## src/rtl/trid_fetch_engine.sv

```systemverilog
// Fetch engine slot: reads r_size beats, writes w_size beats with a byte-strobe column window [r_start, r_end].
// Latency: request -> AR/AW next cycle; one beat per cycle in DATA after one cycle of buffer fill.
// Backpressure: single-entry beat buffer; o_r_ready drops while the buffered beat waits on the W channel.
module trid_fetch_engine #(
    parameter int ADDR_W = 32,
    parameter int DATA_W = 128,
    parameter int IDX_W  = 7
) (
    input  logic                i_clk,
    input  logic                i_rst_n,
    input  logic                i_en,
    input  logic [ADDR_W-1:0]   i_r_addr,
    input  logic [4:0]          i_r_size,
    input  logic [IDX_W-1:0]    i_r_start,
    input  logic [IDX_W-1:0]    i_r_end,
    input  logic [ADDR_W-1:0]   i_w_addr,
    input  logic [4:0]          i_w_size,
    output logic                o_ready,
    output logic                o_done,
    output logic                o_err,
    output logic                o_ar_valid,
    input  logic                i_ar_ready,
    output logic [ADDR_W-1:0]   o_ar_addr,
    output logic [3:0]          o_ar_len,
    input  logic                i_r_valid,
    output logic                o_r_ready,
    input  logic [DATA_W-1:0]   i_r_data,
    input  logic [1:0]          i_r_resp,
    input  logic                i_r_last,
    output logic                o_aw_valid,
    input  logic                i_aw_ready,
    output logic [ADDR_W-1:0]   o_aw_addr,
    output logic [3:0]          o_aw_len,
    output logic                o_w_valid,
    input  logic                i_w_ready,
    output logic [DATA_W-1:0]   o_w_data,
    output logic [DATA_W/8-1:0] o_w_strb,
    output logic                o_w_last,
    input  logic                i_b_valid,
    output logic                o_b_ready,
    input  logic [1:0]          i_b_resp
);
    localparam int LANES    = DATA_W / 8;
    localparam int CW       = IDX_W + 2;
    // Beats at or beyond this index lie entirely past the largest byte index.
    localparam int MAX_BEAT = (1 << IDX_W) / LANES;

    typedef enum logic [2:0] {S_IDLE, S_ADDR, S_DATA, S_RESP, S_DONE} state_e;

    state_e              state_q, state_d;
    logic [ADDR_W-1:0]   r_addr_q, w_addr_q;
    logic [4:0]          r_size_q, w_size_q;
    logic [3:0]          ar_len_q, aw_len_q;
    logic [IDX_W-1:0]    start_q, end_q;
    logic                ar_vld_q, aw_vld_q;
    logic [4:0]          rb_q, wb_q, rb_d, wb_d;
    logic                buf_vld_q;
    logic [DATA_W-1:0]   buf_dat_q;
    logic                err_q, bad_q;
    logic                req_bad, accept, r_hs, w_hs, b_hs, in_data;
    logic [CW-1:0]       idx;

    // The last flag is redundant: beat counts drive all control.
    logic unused_r_last;
    assign unused_r_last = i_r_last;

    assign req_bad = (i_r_size == 5'd0) || (i_r_size > 5'd16) ||
                     (i_w_size == 5'd0) || (i_w_size > 5'd16);
    assign accept  = (state_q == S_IDLE) && i_en;
    assign in_data = (state_q == S_DATA);

    assign o_ready    = (state_q == S_IDLE);
    assign o_ar_valid = ar_vld_q;
    assign o_aw_valid = aw_vld_q;
    assign o_ar_addr  = r_addr_q;
    assign o_aw_addr  = w_addr_q;
    assign o_ar_len   = ar_len_q;
    assign o_aw_len   = aw_len_q;
    assign o_b_ready  = (state_q == S_RESP);
    assign o_done     = (state_q == S_DONE) || bad_q;
    assign o_err      = (state_q == S_DONE) ? err_q : bad_q;

    // Write side: buffered beat, or a zero pad beat once every read beat has arrived.
    assign o_w_valid = in_data && (wb_q < w_size_q) && (buf_vld_q || (rb_q == r_size_q));
    assign w_hs      = o_w_valid && i_w_ready;
    assign o_w_data  = (o_w_valid && buf_vld_q) ? buf_dat_q : '0;
    assign o_w_last  = o_w_valid && (wb_q == w_size_q - 5'd1);

    // Read side: fill an empty (or draining) buffer, or swallow beats no write will carry.
    assign o_r_ready = in_data && (rb_q < r_size_q) &&
                       (!buf_vld_q || w_hs || (rb_q >= w_size_q));
    assign r_hs      = i_r_valid && o_r_ready;
    assign b_hs      = i_b_valid && o_b_ready;

    assign rb_d = rb_q + {4'd0, r_hs};
    assign wb_d = wb_q + {4'd0, w_hs};

    // Column strobe: keep lanes whose burst-relative byte index lies inside [start, end].
    always_comb begin
        o_w_strb = '0;
        idx      = '0;
        for (int l = 0; l < LANES; l++) begin
            idx = CW'(wb_q) * CW'(LANES) + CW'(l);
            o_w_strb[l] = o_w_valid && buf_vld_q && (int'(wb_q) < MAX_BEAT) &&
                          (idx >= {2'b00, start_q}) && (idx <= {2'b00, end_q});
        end
    end

    // Next-state logic for the transaction sequence.
    always_comb begin
        state_d = state_q;
        case (state_q)
            S_IDLE: if (i_en && !req_bad) state_d = S_ADDR;
            S_ADDR: if ((!ar_vld_q || i_ar_ready) && (!aw_vld_q || i_aw_ready)) state_d = S_DATA;
            S_DATA: if ((wb_d == w_size_q) && (rb_d == r_size_q)) state_d = S_RESP;
            S_RESP: if (i_b_valid) state_d = S_DONE;
            S_DONE: state_d = S_IDLE;
            default: state_d = S_IDLE;
        endcase
    end

    // State register.
    always_ff @(posedge i_clk or negedge i_rst_n) begin
        if (!i_rst_n) state_q <= S_IDLE;
        else          state_q <= state_d;
    end

    // Request capture, address valids, beat counters, beat buffer and sticky error.
    always_ff @(posedge i_clk or negedge i_rst_n) begin
        if (!i_rst_n) begin
            r_addr_q  <= '0;
            w_addr_q  <= '0;
            r_size_q  <= '0;
            w_size_q  <= '0;
            ar_len_q  <= '0;
            aw_len_q  <= '0;
            start_q   <= '0;
            end_q     <= '0;
            ar_vld_q  <= 1'b0;
            aw_vld_q  <= 1'b0;
            rb_q      <= '0;
            wb_q      <= '0;
            buf_vld_q <= 1'b0;
            buf_dat_q <= '0;
            err_q     <= 1'b0;
            bad_q     <= 1'b0;
        end else begin
            bad_q <= accept && req_bad;
            if (accept && !req_bad) begin
                r_addr_q  <= i_r_addr;
                w_addr_q  <= i_w_addr;
                r_size_q  <= i_r_size;
                w_size_q  <= i_w_size;
                ar_len_q  <= 4'(i_r_size - 5'd1);
                aw_len_q  <= 4'(i_w_size - 5'd1);
                start_q   <= i_r_start;
                end_q     <= i_r_end;
                ar_vld_q  <= 1'b1;
                aw_vld_q  <= 1'b1;
                rb_q      <= '0;
                wb_q      <= '0;
                buf_vld_q <= 1'b0;
                err_q     <= 1'b0;
            end else begin
                if (ar_vld_q && i_ar_ready) ar_vld_q <= 1'b0;
                if (aw_vld_q && i_aw_ready) aw_vld_q <= 1'b0;
                rb_q <= rb_d;
                wb_q <= wb_d;
                if (r_hs && (rb_q < w_size_q)) begin
                    buf_dat_q <= i_r_data;
                    buf_vld_q <= 1'b1;
                end else if (w_hs) begin
                    buf_vld_q <= 1'b0;
                end
                if ((r_hs && (i_r_resp != 2'd0)) || (b_hs && (i_b_resp != 2'd0))) err_q <= 1'b1;
            end
        end
    end
endmodule

```

## config.mk

```make
export PLATFORM = sky130hd
export DESIGN_NAME = trid_fetch_engine
export DESIGN_NICKNAME = d
export VERILOG_FILES = /design/src/rtl/trid_fetch_engine.sv
export SDC_FILE = /design/constraint.sdc
export NUM_CORES = 1
export LEC_CHECK = 0
export ABC_AREA = 1
export CAP_MARGIN = 40
export CORE_AREA = 4 4 175 177
export DETAILED_ROUTE_END_ITERATION = 7
export DIE_AREA = 0 0 179 181
export DONT_BUFFER_PORTS = 1
export GPL_TIMING_DRIVEN = 0
export SETUP_SLACK_MARGIN = 0.5
export SKIP_LAST_GASP = 1
export SYNTH_ARGS = -nofsm -noshare
export SYNTH_HDL_FRONTEND = slang
export SYNTH_SLANG_ARGS = --single-unit
```

## constraint.sdc

```tcl
create_clock -name i_clk -period 5.79 [get_ports i_clk]
set_input_delay 1.158 -clock i_clk [delete_from_list [all_inputs] [get_ports i_clk]]
set_output_delay 1.158 -clock i_clk [all_outputs]
set_load 0.02 [all_outputs]
```

======== Word level (Yosys, flattened, before mapping) ========
Cells that the tools add are included.
storage, ports and cells
  bits in registers ....................... 242
  input bits .............................. 229
cells by class
  order comparisons ....................... 39
  multiplexer cells ....................... 18
  bitwise operators ....................... 1
  $add $sub $neg .......................... 20
  reductions and logical operators ........ 78
  equality and inequality tests ........... 12
operators by type and width
  cell                                                         count
  greater-or-equal comparator 9 x 7 -> 1 bit                   16
  <= comparator 9 x 7 -> 1 bit                                 16
  2-to-1 mux 128 bit                                           1
  adder 9 x 4 -> 9 bit (second input constant)                 8
  logical AND 1 bit                                            53
  adder 9 x 3 -> 9 bit (second input constant)                 4
  equality test 5 bit                                          4
  adder 9 x 2 -> 9 bit (second input constant)                 2
  less-than comparator 5 bit                                   3
  2-to-1 mux 3 bit                                             4
  case mux 3 bit (4 select lines)                              1
  adder 5 x 1 -> 5 bit                                         2
  greater-than comparator 5 bit (second input constant)        2
  logical NOT 5 bit                                            2
  logical OR 1 bit                                             10
  2-to-1 mux 1 bit                                             10
  2-to-1 mux 5 bit                                             2
  nonzero test 2 bit                                           5
  adder 9 x 1 -> 9 bit (second input constant)                 1
  subtractor 4 x 1 -> 4 bit (second input constant)            2
  equality test 3 x 2 -> 1 bit (second input constant)         2
  greater-or-equal comparator 5 bit                            1
  less-than comparator 5 x 4 -> 1 bit (second input constant)  1
  subtractor 5 x 1 -> 5 bit (second input constant)            1
  other kinds (10)                                             15

======== Longest topological paths before layout ========
  depth in word-level cells ............... 13
  gate-level depth with buffers ........... 21
  gate-level depth less buffers ........... 21

======== Worst setup path after synthesis ========
No wires, ideal clock.
  path type ............................... reg-to-output
  start point ............................. register w_size_q[1]
  end point ............................... output port o_w_strb[12]
  cell stages (with the launch flop) ...... 10
  buffers on the path ..................... 0
  slack ................................... 2696 ps
  data arrival time ....................... 1936 ps
  path through ............................ dfrtp_1 > inv_1 > ha_1 > inv_1 > nor2_1 > o21ai_0 > nand4_1 > clkinv_1 > o21ai_0 > a21oi_1
between the ends
  longest elaborated chain between the ends .. 7
ends and longest elaborated chain
  item                             line  source
  from (decl)                      52    logic [4:0] r_size_q, w_size_q;
  from (signal assigned)           153   w_size_q <= i_w_size;
  less-than comparator 5 bit       84    assign o_w_valid = in_data && (wb_q < w_size_q) && (buf_vld_q || (rb_q == r_size_q));
  logical AND 1 bit (2 in series)  84
  logical AND 1 bit (3 in series)  104   o_w_strb[l] = o_w_valid && buf_vld_q && (int'(wb_q) < MAX_BEAT) &&
  logical AND 1 bit                105   (idx >= {2'b00, start_q}) && (idx <= {2'b00, end_q});
  to (decl)                        37    output logic [DATA_W/8-1:0] o_w_strb,
No other way between the ends.

======== Worst setup path in the final report ========
  start point ............................. register w_size_q[4]
  end point ............................... output port o_w_data[99]
between the ends
  longest elaborated chain between the ends .. 5
ends and longest elaborated chain
  item                             line  source
  less-than comparator 5 bit       84
  logical AND 1 bit (2 in series)  84
  logical AND 1 bit                86    assign o_w_data = (o_w_valid && buf_vld_q) ? buf_dat_q : '0;
  2-to-1 mux 128 bit               86
  to (decl)                        36    output logic [DATA_W-1:0] o_w_data,
No other way between the ends.

==> run summary <==
The die is 181 µm tall. The share of synthesized flip-flops with an asynchronous set or reset was 1.00. STA classifies the critical path endpoint as an output pin.

The remaining design rule violation count was 0; the number of endpoints with negative hold slack in the final report was 0. The global-route usage over all layers came out at 0.247. The synthesized design contains 0 enable-type register cells. For the net count of the finished layout, the log shows 1936. First-pass GRT wire length: 63200 µm. The sequential share of the synthesized area was 0.486; the die span in x was 179 µm. The pin count of the biggest net entering global routing is 243.

Depth of the CTS H-tree: 1. For the number of inserted filler cells in the final layout, the log shows 2978. The post-synth net total came out at 1907. Relative max-transition margin: 0.472.

Once detail routing completed, the nets flagged for antenna violations numbered 0. Summing internal, switching and leakage power gives 7.55 mW. TritonCTS built the clock tree. In this run the tool buffered the top-level ports with 0 buffer cells. The post-route minimum period came out at 4.48 ns.

The share of post-route cells with drive strength above 1 was 0.0584; the total half-perimeter wirelength after legalization and detailed placement was 31100 µm. The clock passes through at most 3 buffers. The synthesis-stage register bit count works out to 242. The critical path goes through inv_1 -> ha_1 -> nand2_1 -> nor2_1 -> o21ai_0 -> nand3_1 -> clkbuf_1 -> clkbuf_1 -> nor2_1.

The clock reaches the later pin of the worst-skew pair after 0.55 ns. Summed over all failing endpoints, the final setup total negative slack is 0 ns. The synthesis warning total is 0, and the overall routed net length is 40900 µm. In the final routed layout, each cell accounts on average for 19.6 µm. The total number of cells along the worst setup path is 9, and the maximum clock skew at final layout is 0.0255 ns. In this run the power density over the cells is 548 nW/µm². The number of buffers inserted for hold repair after clock tree synthesis was 0.

The area overhead of the layout relative to synthesis is 10.5%, and the full die area is 32400 µm². The tools report the via count of the first global-routing pass as 10972. The slowest stage of the critical path is the sky130_fd_sc_hd__clkbuf_1 cell. The logs give 3.33 ns for the arrival time at the worst endpoint and 0 for the total of max-cap violations. In the final layout, flip-flops and latches occupy 6060 µm². The tools report the weighted congestion at the end of routability-driven global placement as 0.931. By startpoint and endpoint, the worst setup path is classified as register to output pin.

The startpoint of the worst-slack reg-to-reg timing path was w_size_q[4]. The floorplan row count is 63. Leaving out fill and tap cells, the most frequent cells in the layout are sky130_fd_sc_hd__nand2_1 (568), sky130_fd_sc_hd__dfrtp_1 (242), sky130_fd_sc_hd__inv_1 (233). The category of cells accounting for the largest share of critical-path delay was buffers and inverters. Leftover overflow at the end of global routing: 0. The worst register-to-register path has a depth of 19. The worst setup path is launched from a register. The flow ran to the end, and the final reports show no timing, DRC or antenna violations. Once the clock tree was built, the setup fixing pass inserted 0 buffers. The largest driver fanout on the critical path was 10; the effective utilization at floorplan was 0.426. Setup slack on the worst reg-to-reg path comes out at 2.59 ns.

In this run, CTS created clock tree buffers numbering 26. For the final max-slew violation count, the log shows 0. Post-CTS repair changed the size of 0 cells. Pin placement for this block handled 454 I/O pins.

Dividing the detail-routed via count by the number of cells gives 5.14. Setup repair after global routing left no endpoint under its margin. The logs give 1648 for the number of instances in the synthesized netlist and 0.000256 V for the maximum VDD drop. Counting distinct cell types in the post-synthesis netlist gives 39. A synthesized cell averages 7.56 µm². In this run the clock root is driven by a sky130_fd_sc_hd__clkbuf_16. Endpoint of the lowest-slack register-to-register path: state_q[0].

The final cell utilization of the core was 0.471. The run gives 7.34 nW as the reported leakage power. In this run the worst hold path is classified as primary input to async pin. The placeable core region was 29200 µm²; the CTS clock-pin slew for the worst setup and hold paths was 0.06 ns.

The part of the cycle the worst path needs came out at 0.774. In the synthesized netlist the dominant register cell turns out to be sky130_fd_sc_hd__dfrtp_1. The synthesized netlist occupies a cell area of 12500 µm². The run gives 0 as the setup-violating endpoint count in the final report. For the worst setup path, the data required time is 4.63 ns. The number of buffer and inverter instances along the worst setup path is 3, and the largest stage delay on the critical path is 0.57 ns. The detailed router finished its first iteration with 777 violations. Leaving out fill and tap cells, the most frequent cell in the layout is sky130_fd_sc_hd__nand2_1. For this run, the top clock speed supported by timing is 223 MHz.

Initial antenna violation count: 2. The CTS sink count was 242. The transition time of the tightest slew-check pin works out to 0.791 ns. Across all hold checks on the routed design, the worst slack comes to 0.307 ns. The tools report the first-pass iteration count of the detailed router as 6. The multi-input combinational cells in the finished layout cover a total of 5030 µm². Detailed routing inserted a total of 10735 vias.
## Yosys cell counts, types with 2 or more instances
master	n	area [µm²]
sky130_fd_sc_hd__o21a_1	2	15.0
sky130_fd_sc_hd__buf_4	2	15.0
sky130_fd_sc_hd__o21bai_1	2	15.0
sky130_fd_sc_hd__nand2_1	568	2130
sky130_fd_sc_hd__xnor2_1	13	114
sky130_fd_sc_hd__or2_2	2	12.5
sky130_fd_sc_hd__buf_6	12	135
sky130_fd_sc_hd__a21oi_1	28	140
sky130_fd_sc_hd__ha_1	30	375
sky130_fd_sc_hd__o21ai_2	3	26.3
sky130_fd_sc_hd__nand4_1	142	888
sky130_fd_sc_hd__xor2_1	7	61.3
sky130_fd_sc_hd__nor2_2	4	25.0
sky130_fd_sc_hd__nor2_1	167	627
sky130_fd_sc_hd__nor4_1	5	31.3
sky130_fd_sc_hd__nor2_4	2	22.5
sky130_fd_sc_hd__a211oi_1	3	22.5
sky130_fd_sc_hd__dfrtp_1	242	6060
sky130_fd_sc_hd__and3_1	2	12.5
sky130_fd_sc_hd__inv_1	233	875
sky130_fd_sc_hd__nor3_1	9	45.0
sky130_fd_sc_hd__o21ai_0	50	250
sky130_fd_sc_hd__buf_2	29	145
sky130_fd_sc_hd__clkbuf_1	52	195
sky130_fd_sc_hd__nand3_1	24	120
sky130_fd_sc_hd__buf_1	2	7.51
## cell families after synthesis
| kind of cell | count (synthesis) | share of synthesized area |
|---|---|---|
| AOI/OAI and AO/OA | 96 | 0.0425 |
| buffers and inverters | 331 | 0.110 |
| adders and majority gates | 30 | 0.0301 |
| DFF | 242 | 0.486 |
| and+or+nand+nor | 929 | 0.317 |
| xor gates and xnor gates | 20 | 0.0141 |
## flip-flops by register name, summed over array words and instances, names as in the netlist
name / cells
start_q: 7
wb_q: 5
rb_q: 5
o_aw_len: 4
r_size_q: 5
o_aw_addr: 32
o_ar_addr: 32
end_q: 7
state_q: 3
o_ar_len: 4
buf_dat_q: 128
err_q: 1
o_ar_valid: 1
o_aw_valid: 1
bad_q: 1
w_size_q: 5
buf_vld_q: 1
## per-layer routing
metal	global-route usage	share of wire	routed length, µm
met5	0	0.00042	17
met4	0.0829	0.040	1630
met3	0.0672	0.085	3480
met2	0.411	0.47	19400
met1	0.310	0.40	16400
## power by group
group | leakage (nW) | total (mW) | switching, mW | internal, mW
clock network | 0.399 | 1.60 | 0.709 | 0.896
logic | 3.90 | 2.66 | 1.80 | 0.862
registers | 3.04 | 3.29 | 0.838 | 2.45
total | 7.34 | 7.55 | 3.34 | 4.21
## per-stage QoR
step	cell area, µm²	worst slack (ns)	instances
CTS	13800	1.23	2086
detailed placement	13000	1.81	2039
finish	13800	1.31	2087
floorplan	12500	2.70	1648
global route	13800	1.08	2086
global placement	13000	1.84	2038
## area by class of cell
| cell class | instances | area share |
|---|---|---|
| well taps | 390 | 0.0354 |
| plain buffers | 97 | 0.0361 |
| inverters | 234 | 0.0638 |
| diodes | 1 | 0.000182 |
| repair buffers | 1 | 0.000363 |
| flip-flops and latches | 242 | 0.440 |
| clock buffers | 37 | 0.0539 |
| clock inverters | 10 | 0.00536 |
| multi-input cells | 1075 | 0.365 |
## worst max path at each step
stage	endpoint	startpoint	slack [ns]
floorplan	o_w_strb[12]	w_size_q[1]	2.70
global placement	o_w_data[99]	w_size_q[2]	1.84
detailed placement	o_w_data[99]	w_size_q[4]	1.81
CTS	o_w_data[99]	w_size_q[4]	1.23
global route	o_w_data[99]	w_size_q[4]	1.08
finish	o_w_data[99]	w_size_q[4]	1.31
Note: power is estimated with default switching activity, not from simulation.
